## config.mk

```make
export PLATFORM = sky130hd
export DESIGN_NAME = wb_ddr_arbiter
export DESIGN_NICKNAME = d
export VERILOG_FILES = /design/src/rtl/wb_ddr_arbiter.sv
export SDC_FILE = /design/constraint.sdc
export NUM_CORES = 1
export LEC_CHECK = 0
export CAP_MARGIN = 0
export CORE_AREA = 2 2 125 127
export CTS_CLUSTER_DIAMETER = 100
export DETAILED_ROUTE_END_ITERATION = 16
export DIE_AREA = 0 0 127 129
export GPL_TIMING_DRIVEN = 0
export PLACE_DENSITY = 0.5
export SLEW_MARGIN = 20
export SYNTH_ARGS = -nofsm -noshare
export SYNTH_HDL_FRONTEND = slang
export SYNTH_SLANG_ARGS = --single-unit
```

## constraint.sdc

```tcl
create_clock -name clk -period 2.3 [get_ports clk]
set_input_delay 0.46 -clock clk [delete_from_list [all_inputs] [get_ports clk]]
set_output_delay 0.46 -clock clk [all_outputs]
set_load 0.05 [all_outputs]
```

## src/rtl/wb_ddr_arbiter.sv

```systemverilog
// wb_ddr_arbiter: round-robin arbiter sharing one DDR Wishbone slave between
// the LM32 I-bus (m0) and D-bus (m1). Define WB_ARB_TIMEOUT_EN for a stall watchdog.
module wb_ddr_arbiter #(
  parameter int ADR_W   = 32,
  parameter int TIMEOUT = 1024
) (
  input  logic             clk,
  input  logic             reset,
  input  logic             m0_cyc,
  input  logic             m0_stb,
  input  logic             m0_we,
  input  logic [ADR_W-1:0] m0_adr,
  input  logic [3:0]       m0_sel,
  input  logic [31:0]      m0_dat_w,
  output logic [31:0]      m0_dat_r,
  output logic             m0_ack,
  output logic             m0_err,
  input  logic             m1_cyc,
  input  logic             m1_stb,
  input  logic             m1_we,
  input  logic [ADR_W-1:0] m1_adr,
  input  logic [3:0]       m1_sel,
  input  logic [31:0]      m1_dat_w,
  output logic [31:0]      m1_dat_r,
  output logic             m1_ack,
  output logic             m1_err,
  output logic             s_cyc,
  output logic             s_stb,
  output logic             s_we,
  output logic [ADR_W-1:0] s_adr,
  output logic [3:0]       s_sel,
  output logic [31:0]      s_dat_w,
  input  logic [31:0]      s_dat_r,
  input  logic             s_ack,
  input  logic             s_err,
  output logic [1:0]       gnt
);

  typedef enum logic [1:0] {
    IDLE = 2'd0,
    GNT0 = 2'd1,
    GNT1 = 2'd2
  } state_t;

  state_t r_state;
  state_t w_next;
  logic   r_last_gnt;
  logic   w_mcyc;
  logic   w_mstb;
  logic   w_rel;
  logic   w_to;

  if (TIMEOUT < 2) begin : g_to_chk
    $error("wb_ddr_arbiter: TIMEOUT must be >= 2");
  end

  always_comb begin
    w_mcyc = 1'b0;
    w_mstb = 1'b0;
    case (r_state)
      GNT0: begin
        w_mcyc = m0_cyc;
        w_mstb = m0_stb;
      end
      GNT1: begin
        w_mcyc = m1_cyc;
        w_mstb = m1_stb;
      end
      default: ;
    endcase
  end

  assign w_rel = ~w_mcyc | w_to;

`ifdef WB_ARB_TIMEOUT_EN
  localparam int CW = $clog2(TIMEOUT);

  logic [CW-1:0] r_cnt;
  logic          w_enter;

  assign w_enter = (w_next != r_state) && (w_next != IDLE);
  assign w_to    = (r_state != IDLE) && (r_cnt == CW'(TIMEOUT - 1));

  // Counts only stalled strobes; any slave response restarts the window.
  always_ff @(posedge clk or posedge reset) begin
    if (reset) begin
      r_cnt <= '0;
    end else if (w_enter) begin
      r_cnt <= '0;
    end else if (r_state != IDLE) begin
      if (s_ack | s_err | w_to) r_cnt <= '0;
      else if (w_mcyc & w_mstb) r_cnt <= r_cnt + CW'(1);
    end
  end
`else
  assign w_to = 1'b0;
`endif

  always_ff @(posedge clk or posedge reset) begin
    if (reset) begin
      r_state    <= IDLE;
      r_last_gnt <= 1'b1;
    end else begin
      r_state <= w_next;
      if (w_next == GNT0) r_last_gnt <= 1'b0;
      else if (w_next == GNT1) r_last_gnt <= 1'b1;
    end
  end

  // Release hands over directly to a waiting master, no idle bubble.
  always_comb begin
    w_next = r_state;
    case (r_state)
      IDLE: begin
        if (m0_cyc & m1_cyc) w_next = r_last_gnt ? GNT0 : GNT1;
        else if (m0_cyc)     w_next = GNT0;
        else if (m1_cyc)     w_next = GNT1;
      end
      GNT0: if (w_rel) w_next = m1_cyc ? GNT1 : IDLE;
      GNT1: if (w_rel) w_next = m0_cyc ? GNT0 : IDLE;
      default: w_next = IDLE;
    endcase
  end

  always_comb begin
    s_cyc   = w_mcyc & ~w_to;
    s_stb   = w_mstb & ~w_to;
    s_we    = 1'b0;
    s_adr   = '0;
    s_sel   = '0;
    s_dat_w = '0;
    m0_ack  = 1'b0;
    m0_err  = 1'b0;
    m1_ack  = 1'b0;
    m1_err  = 1'b0;
    gnt     = 2'b00;
    case (r_state)
      GNT0: begin
        s_we    = m0_we;
        s_adr   = m0_adr;
        s_sel   = m0_sel;
        s_dat_w = m0_dat_w;
        m0_ack  = s_ack;
        m0_err  = s_err | w_to;
        gnt     = 2'b01;
      end
      GNT1: begin
        s_we    = m1_we;
        s_adr   = m1_adr;
        s_sel   = m1_sel;
        s_dat_w = m1_dat_w;
        m1_ack  = s_ack;
        m1_err  = s_err | w_to;
        gnt     = 2'b10;
      end
      default: ;
    endcase
  end

  // Read data is broadcast; ack tells each master when it is valid.
  assign m0_dat_r = s_dat_r;
  assign m1_dat_r = s_dat_r;

endmodule

```

* Yosys cells after proc, flatten, opt, wreduce, memory -nomap -nowiden *
Cells that the tools add are included.

cells by class
  eq/ne operators = 4
  reduce and logical (&&, ||, !) cells = 2
  bitwise operators = 1
  mux-type cells = 22

operator list
  cell                  number
  $pmux W32 S2          2
  $mux W2               7
  $pmux W4 S2           1
  $mux W1               7
  $pmux W1 S2           3
  $pmux W2 S3           1
  $eq A2 B1 Y1 const B  2
  $eq A2 B2 Y1 const B  2
  $pmux W2 S2           1
  $logic_not A2 Y1      1
  $reduce_bool A2 Y1    1
  $and A1 B1 Y1         1

word-level totals
  output and inout bits = 141
  logic and storage cells = 31
  input bits = 178
  bits in registers = 3

* Logic depth before layout (Yosys ltp) *
  word-level depth = 7
  depth in mapped cells = 8
  gate-level depth less buffers = 8

* Worst setup path before layout *
Ideal clock, no wire load.

  path kind = reg-to-output
  start = reg r_state[1]
  end = out s_adr[0]
  required time = 1.840 ns
  setup slack = 0.017 ns
  arrival = 1.823 ns
  cell stages (with the launch flop) = 6
  buffers on the path = 1
  cell sequence = dfrtp_1 -> inv_1 -> ha_1 -> inv_2 -> clkbuf_1 -> nor2_1

on the way
  longest elaborated chain between the ends = 2
  elaborated cells between the ends (all ways) = 3
  those cells by class = 2 x eq/ne; 1 x mux

RTL lines
  what                                                 RTL line  RTL
  start, declared                                      45        state_t r_state;
  start signal, assigned                               104       r_state <= w_next;
  $eq A2 B2 Y1 / $eq A2 B1 Y1 (equally long branches)  137       case (r_state)
  $pmux W32 S2 (*)                                     137
  end, declared                                        30        output logic [ADR_W-1:0] s_adr,

Every way passes the cells marked *; elsewhere a longest branch is shown, timed or not.

* Final worst setup path *
  start = reg r_state[0]
  end = out s_adr[27]

The elaborated chain is that of the path after synthesis.

==> results <==
state kept, by name (all words and copies together), names as in the netlist:
| name | cells |
|---|---|
| r_state | 2 |
| r_last_gnt | 1 |
worst paths after layout:
path	start	to	slack, ps	cells past startpoint
max	r_state[0]	s_adr[27]	40	8
min	reset	r_state[0]	400	2
max reg2reg	r_state[1]	r_last_gnt	340	7
min reg2reg	r_last_gnt	r_last_gnt	490	2
max in group asynchronous	reset	r_last_gnt	1690	2
min in group clk	r_last_gnt	r_last_gnt	490	2
critical path: stages (launching register included):
cell and delay, ps:
dfrtp_2 440, buf_12 150, ha_4 160, buf_8 140, buf_6 140, buf_6 140
a22oi_1 160, nor2_1 60, buf_4 190
metal layers:
metal	global-route usage, %	vias to the layer above	part of all wire (%)
met1	13.8	1344	39
met2	23.1	188	51
met4	1.55	0	0.54
li1	-	1462	-
met5	0	-	0
met3	2.33	4	9.2
power by group through the flow:
stage / logic (W) / registers (W) / clock network, W
after global routing: 0.00521 / 0.000124 / 0.000285
after global placement: 0.00462 / 0.000121 / 0
after detailed placement: 0.00464 / 0.000121 / 0
after CTS: 0.00479 / 0.000123 / 0.000280
after floorplan: 0.00301 / 0.000110 / 0
final: 0.00491 / 0.000121 / 0.000274
cells in the final DEF, fill, tap and decap left out, drive strengths merged:
master and instances:
o31ai 1, a31o 1, o21ai 3, buf 160, o311ai 1, clkdlybuf4s18 1, a2bb2oi 1, dfrtp 2
nand4b 1, clkbuf 10, nand2 1, inv 5, ha 7, a22o 1, dfstp 1, a21boi 1
a31oi 1, nand4 1, nor2 72, a21o 1, clkdlybuf4s50 211, and2 6, a22oi 70, nor2b 1
cells by family after synthesis:
| group | synth area share (%) |
|---|---|
| simple gates | 19.4 |
| buf+inv | 35.3 |
| flops | 4.45 |
| compound gates | 35.7 |
| fa+ha+maj | 5.11 |
cell type report:
| type | count | area, um2 |
|---|---|---|
| Sequential cell | 3 | 78.8 |
| Timing Repair Buffer | 291 | 2800 |
| Multi-Input combinational cell | 170 | 1100 |
| Buffer | 87 | 687 |
| Inverter | 5 | 21.3 |
| Clock buffer | 4 | 78.8 |
| Fill cell | 1626 | 9970 |
| Tap cell | 188 | 235 |
repair_timing:
item,CTS,global route
pin swaps,0,2
endpoints found under the setup margin,75,76
resized for setup,503,25
gates cloned,0,0
hold endpoints to repair,0,0
setup buffers,0,5
stage by stage:
step	utilization (%)	std cells
floorplan	-	265
global route	33.4	748
detailed placement	32.1	739
global placement	32.1	739
finish	33.4	748
CTS	32.5	743
==> impl_metrics.json <==
{
  "dp_hpwl_mm": 9.49,
  "rsz0062_at_grt": "yes",
  "syn_area_um2": 1710,
  "fin_area_um2": 5000,
  "die_y_um": 129,
  "die_area_um2": 16400,
  "antenna_found_initial": 0,
  "numPortBuffers": 286,
  "synth-edff-count": 0,
  "layout_setup_ws_ps": 40.8,
  "vias": 2998,
  "postSynthAreaPerCell_um2": 6.47,
  "cts_buffers": 3,
  "ctsHoldBuffers": 0,
  "drt_pass1_iterations": 4,
  "synthTopCellsByArea": "a22oi_1 31%, buf_4 28%, nor2_1 16%",
  "gp_congestion": 0.786,
  "min_path_type": "in2async",
  "synth_top_cell_by_area": "a22oi_1",
  "ctsHtreeMaxLevel": 1,
  "syn_to_final_growth_pct": 192,
  "p_per_area_nw_per_um2": 1060,
  "place_area_um2": 4810,
  "fin_crit_ps": 2260,
  "route.detailed.drc": 0,
  "synthCells": 265,
  "netlist_top_cells_count": "72 x nor2_1, 70 x a22oi_1, 64 x buf_4",
  "outcome": "completed",
  "synth-main-ff-cell": "dfrtp_1",
  "final_layout_size_suffix_gt1_share_pct": 34.3,
  "clockPowerShare_pct": 5.2,
  "critPathMaxFanout": 10,
  "arrival_ps": 1800,
  "grt_pass1_wl_mm": 15.6,
  "synth_warnings": 0,
  "drtIter0Drc": 75,
  "vdd_ir_drop_max_uv": 519,
  "yosysUniqueCellTypes": 25,
  "grt_start_max_net_pins": 11,
  "initial_core_util_pct": 11.4,
  "slew_violations": 0,
  "num_rows": 45,
  "internal-power_w": 0.00207,
  "routedWlPerCell_um": 15.0,
  "clk_pin_slew_worst_paths_ps": 30,
  "fin_tns_setup_ps": 0,
  "critPathKind": "reg2out",
  "viasPerCell": 4.01,
  "power_leakage_nw": 2.12,
  "synth.yosys.seq_area_share_pct": 4.45,
  "fmax_mhz": 443,
  "worst_pin_slew_ps": 522,
  "swShare_pct": 60.9,
  "drt_wl_total_mm": 11.2,
  "fin_crit_sh_pct": 98.2,
  "cts_buffer_depth": 2,
  "clk_latency_ps": 220,
  "power_w": 0.00531,
  "power_frac_comb_pct": 92.5,
  "clock_skew_ps": 1.28,
  "coreArea_um2": 15000,
  "end_kind": "output pin",
  "setup_viol": 0,
  "die_w_um": 127,
  "overflow": 0,
  "start_kind": "flop",
  "dp_slack_ps": -782,
  "syn_nets": 450,
  "cts_tree": "built",
  "ant_nets": 0,
  "diodes": 0,
  "grt_use_total_pct": 11.9,
  "critical_path_required_ps": 1840,
  "fin_nets": 746,
  "synth-seq-cells": 3,
  "grt_pass1_vias": 2940,
  "slew_headroom_pct": 65.1,
  "hold_viol": 0,
  "switching_power_w": 0.00324,
  "drv_cap": 0,
  "synth_most_common_cell": "nor2_1",
  "cts-root-buf": "clkbuf_16",
  "clkSinkCount": 3,
  "seqPwrFrac_pct": 2.3,
  "synth_top_area_share_pct": 30.7,
  "async_flop_share_pct": 100,
  "timing.hold.ws_ps": 404,
  "boundaryPins": 319
}
No activity file was read; power rests on OpenSTA's default activity.
==> RTL change 1 (config.mk and constraints unchanged) <==
Add a define of `WB_ARB_TIMEOUT_EN`.
--- a/src/rtl/wb_ddr_arbiter.sv
+++ b/src/rtl/wb_ddr_arbiter.sv
@@ -1,5 +1,7 @@
 // wb_ddr_arbiter: round-robin arbiter sharing one DDR Wishbone slave between
 // the LM32 I-bus (m0) and D-bus (m1). Define WB_ARB_TIMEOUT_EN for a stall watchdog.
+`define WB_ARB_TIMEOUT_EN
+
 module wb_ddr_arbiter #(
   parameter int ADR_W   = 32,
   parameter int TIMEOUT = 1024
Function: no difference found for any inputs over 10 cycles, from zero or initial values and one cycle with reset high; that may be too few to reach the edited logic, so the function may still have changed.
==> RTL change 1 against the original RTL <==
- the run now ends with negative setup slack left
- clock power up 22%
- core utilization up 18 points
- wire length up 42%
- critical endpoint is now r_cnt[2]
- die area unchanged
- final area up 55%
- sequential cell count up 10
- non-clock buffer count up 23
- count of clock-buffer cells in the layout down 1
- register-to-register slack worse by 1.0 ns
- worst setup slack worse by 0.72 ns
- first-iteration DRC count down 4.0%
- power up 66%
- hold slack better by 0.095 ns
- area after synthesis up 60%
==> RTL change 1: results <==
outcome:
  status: "finished with violations"
  violations: "negative setup slack"
cts:
  worstSkewPairLatency_ns: 0.24
  clkTransAtPathRegs_ns: 0.05
  cts_root_buffer: "clkbuf_16"
timing:
  setup_slack_ns: -0.676
  skew_ns: 0.00189
  finalSetupViolCount: 83
  worst_pin_slew_ns: 0.537
  tns_ns: -15.82
final_layout:
  drive_gt1_frac: 0.549
  reg_top3: "r_cnt: 10 flops, r_state: 2 flops, r_last_gnt: 1 flops"
  layoutNonFillerInstCount: 862
  design_area_um2: 7750
  nets: 862
place:
  gp_congestion: 0.770
  dp_hpwl_um: 12900
  pre_cts_slack_ns: -1.17
  post-place-cells: 832
  placed_area_um2: 6440
global_route:
  grt_util_all_layers: 0.173
  grt_max_degree: 14
  grt_pass1_vias: 3957
  grt_pass1_wl_um: 22200
power:
  internal_power_mw: 4.53
  total_leakage_power_nw: 3.05
  peakVddDrop_v: 0.000446
drt:
  drt-initial-drc-count: 72
  vias_per_cell: 4.45
  wl_um: 16000
yosys:
  seq_area_frac_synth: 0.119
  avgSynthCellArea_um2: 7.65
  synth_common_cells: "nor2b_1, a22oi_1, buf_4"
  yosys-top-cells-area: "a22oi_1, buf_4, nor2b_1"
  syn-num-nets: 545
  ys_types: 58
setup_path:
  crit_arrival_ns: 3.10
hold_path:
  hp-class: "reg -> reg"
==> RTL change 1: changes by cell type in the layout (fill, tap and decap cells not counted), sizes merged, moves of 4 or more <==
| cell | before | now |
|---|---|---|
| nand2 | 1 | 8 |
| buf | 160 | 168 |
| clkdlybuf4s50 | 211 | 207 |
| nor2b | 1 | 72 |
| dlygate4sd2 | 0 | 4 |
| nor2 | 72 | 15 |
| clkbuf | 10 | 25 |
| xnor2 | 0 | 6 |
| dfrtp | 2 | 12 |
| nor3 | 0 | 13 |
==> RTL change 1: final cells by class <==
cell class,instances,share of cell area
Clock inverter,1,0.000645
Buffer,89,0.116
Clock buffer,3,0.00968
Sequential cell,13,0.0424
Tap cell,188,0.0303
Multi-Input combinational cell,250,0.360
Inverter,6,0.00355
Timing Repair Buffer,312,0.437
==> RTL change 1: cell families after synthesis <==
kind of cell,share of synthesized area
compound gates,0.280
xor+xnor,0.0224
fa+ha+maj,0.0411
buf+inv,0.221
flops,0.119
mux,0.00913
simple gates,0.308
==> RTL change 1: final timing paths <==
kind,startpoint,to,cells past startpoint
max,r_state[0],r_cnt[2],14
min,r_last_gnt,r_last_gnt,2
max reg2reg,r_state[0],r_cnt[2],14
min reg2reg,r_last_gnt,r_last_gnt,2
max in group asynchronous,reset,r_state[0],2
min in group asynchronous,reset,r_cnt[4],2
==> RTL change 1: layer usage <==
layer / part of all wire / vias up / global-route usage / wire length [µm]
met5: 0 / - / 0 / 0
met4: 0.0045 / 0 / 0.0213 / 71
met3: 0.061 / 5 / 0.0366 / 971
met2: 0.56 / 147 / 0.337 / 8930
met1: 0.37 / 1830 / 0.198 / 5980
li1: - / 1852 / - / -
==> RTL change 1: per-stage QoR <==
step / power [mW] / hold WS (ns)
2_1_floorplan: 4.90 / 0.336
3_3_place_gp: 6.68 / 0.472
3_5_place_dp: 6.69 / 0.493
4_1_cts: 8.00 / 0.496
5_1_grt: 9.26 / 0.533
6_report: 8.84 / 0.498
==> RTL change 1: power by group through the flow <==
stage                     sequential (mW)  combinational [mW]  clock [mW]
after floorplan                     0.305                4.60           0
after global placement              0.320                6.36           0
after detailed placement            0.318                6.38           0
after CTS                           0.301                7.36       0.346
after global routing                0.305                8.60       0.359
final                               0.302                8.21       0.334
==> RTL change 1: critical path, delay by kind of cell, from the launching register on <==
| kind | cells | cell delay (ns) |
|---|---|---|
| buffers and inverters | 2 | 0.22 |
| DFF | 1 | 0.45 |
| adders and majority gates | 2 | 0.36 |
| and+or+nand+nor | 5 | 0.76 |
| muxes | 1 | 0.31 |
| AOI/OAI and AO/OA | 4 | 0.74 |
==> RTL change 1: what timing repair did <==
action / 4_1_cts / 5_1_grt
buffers inserted: 11 / 7
hold buffers: 0 / 0
resized for setup: 626 / 99
pin swaps: 7 / 50
setup endpoints to repair: 87 / 84
cloned: 0 / 8
==> RTL change 2 (same flow settings) <==
Without the edit above. Put a register stage on the output `m1_err`, without a reset. The value now appears one clock later. The other outputs are not delayed to match.
--- a/src/rtl/wb_ddr_arbiter.sv
+++ b/src/rtl/wb_ddr_arbiter.sv
@@ -41,6 +41,8 @@
     GNT0 = 2'd1,
     GNT1 = 2'd2
   } state_t;
+
+  logic m1_err_d;
 
   state_t r_state;
   state_t w_next;
@@ -132,7 +134,7 @@
     m0_ack  = 1'b0;
     m0_err  = 1'b0;
     m1_ack  = 1'b0;
-    m1_err  = 1'b0;
+    m1_err_d = 1'b0;
     gnt     = 2'b00;
     case (r_state)
       GNT0: begin
@@ -150,7 +152,7 @@
         s_sel   = m1_sel;
         s_dat_w = m1_dat_w;
         m1_ack  = s_ack;
-        m1_err  = s_err | w_to;
+        m1_err_d = s_err | w_to;
         gnt     = 2'b10;
       end
       default: ;
@@ -161,5 +163,9 @@
   assign m0_dat_r = s_dat_r;
   assign m1_dat_r = s_dat_r;
 
+  always_ff @(posedge clk) begin
+    m1_err <= m1_err_d;
+  end
+
 endmodule
 
Behaviour: not the same (a bounded check fails within 4 cycles, from zero or initial values and one cycle with reset high).
==> RTL change 2 against the original RTL <==
- final area fell by 1.5%
- worst setup slack better by 0.032 ns
- cell count is 0.27% lower
- sequential cell count grew 1
- critical path type unchanged
- synthesized cell count is 0.38% higher
- power fell by 2.7%
- area after synthesis increased by 3.4%
- largest power group unchanged
- critical path depth is 1 lower
- wire length is 3.6% lower
==> RTL change 2: results <==
outcome:
  status: "complete, no violations"
cts:
  cts_root_buffer: "clkbuf_16"
  worstSkewPairLatency_ns: 0.23
  cts_made_buffers: 3
  clkTransAtPathRegs_ns: 0.03
  ctsLongestPathBuffers: 2
  htreeDepth: 1
die:
  die_area_um2: 16400
yosys:
  synth.area.mux_share: 0.00565
  yosys-top-cells-area: "buf_4, a22oi_1, nor2_1"
  synthFlopType: "dfrtp_1"
  ys_types: 26
  syn-num-nets: 451
  synth_compound_area_frac: 0.348
  seq_area_frac_synth: 0.0543
  ys_warn_count: 0
  synth_common_cells: "nor2_1, buf_4, a22oi_1"
  yosys.area_share.xor_xnor: 0
  ys_async_sr_fraction: 0.750
  synthAdderAreaFrac: 0.0494
global_route:
  grt_util_all_layers: 0.116
  antenna_found_initial: 0
  grt_max_degree: 11
  grt_pass1_wl_um: 15200
timing:
  skew_ns: 0.00261
  max_slew_margin: 0.635
setup_path:
  cp_top_family: "buffers and inverters"
  slowest_stage: "dfrtp_2"
  reg2reg_slack_ns: 0.42
  endpoint: "s_sel[1]"
  reg2regPathDepth: 7
  timing.rr.start: "r_state[1]"
  startpoint: "r_state[1]"
  r2r_end: "r_last_gnt"
  cp_max_fo: 10
  crit_arrival_ns: 1.77
  slowest_delay_ns: 0.44
drt:
  drcViolationCount: 0
  wl_per_cell_um: 14.5
  drtAntennaViolNets: 0
  firstDrtPassIters: 6
  drt-initial-drc-count: 137
  vias: 3006
hold_path:
  hp-class: "in -> async"
power:
  total_leakage_power_nw: 2.13
  peakVddDrop_v: 0.000363
final_layout:
  antenna_cells: 0
  nets: 744
  drive_gt1_frac: 0.319
  reg_top3: "r_state: 2 flops, m1_err: 1 flops, r_last_gnt: 1 flops"
place:
  gp_congestion: 0.844
  portBuffers: 286
  dp_hpwl_um: 9190
RTL change 2: changes by cell type after synthesis, sizes merged:
cell	unedited run	this run
buf	80	85
clkbuf	7	2
dfxtp	0	1
inv	5	6
mux2i	0	1
nand2	1	0
o21ai	3	2
RTL change 2: layout make-up:
type / count / area, µm²
fill: 1583 / 10000
timing repair buffer: 288 / 2730
multi-input combinational: 169 / 1080
buffer: 87 / 688
tap: 188 / 235
sequential: 4 / 98.8
clock buffer: 4 / 78.8
inverter: 6 / 27.5
RTL change 2: where the power goes:
group	total, mW	switching [mW]	leakage [nW]	internal [mW]
registers	0.140	0.0367	0.0417	0.103
clock network	0.282	0.0529	0.0382	0.229
logic	4.75	3.05	2.05	1.70
total	5.17	3.14	2.13	2.03
RTL change 2: how the worst min path moves through the flow:
stage | start | endpoint | slack (ns)
after floorplan | reset | r_state[0] | 0.21
after global placement | r_last_gnt | r_last_gnt | 0.47
after detailed placement | r_last_gnt | r_last_gnt | 0.48
after CTS | reset | r_state[0] | 0.40
after global routing | reset | r_state[0] | 0.41
final | reset | r_state[0] | 0.40
RTL change 2: stage by stage:
stage | std cells | setup slack [ns] | area [µm²]
CTS | 746 | -0.0182 | 4860
global route | 746 | -0.0116 | 4930
finish | 746 | 0.0733 | 4930
detailed placement | 740 | -0.672 | 4870
floorplan | 266 | -0.0266 | 1770
global placement | 740 | -0.645 | 4870
RTL change 2: what timing repair did:
action / CTS / global route
gates resized for setup: 468 / 22
buffers inserted: 2 / 0
pin swaps: 1 / 2
setup endpoints to repair: 74 / 74
RTL change 2: per-layer routing:
layer | up-vias | track usage | part of all wire
met4 | 0 | 0.0187 | 0.010
met3 | 10 | 0.0353 | 0.10
li1 | 1458 | - | -
met1 | 1350 | 0.122 | 0.36
met2 | 188 | 0.230 | 0.53
met5 | - | 0 | 0
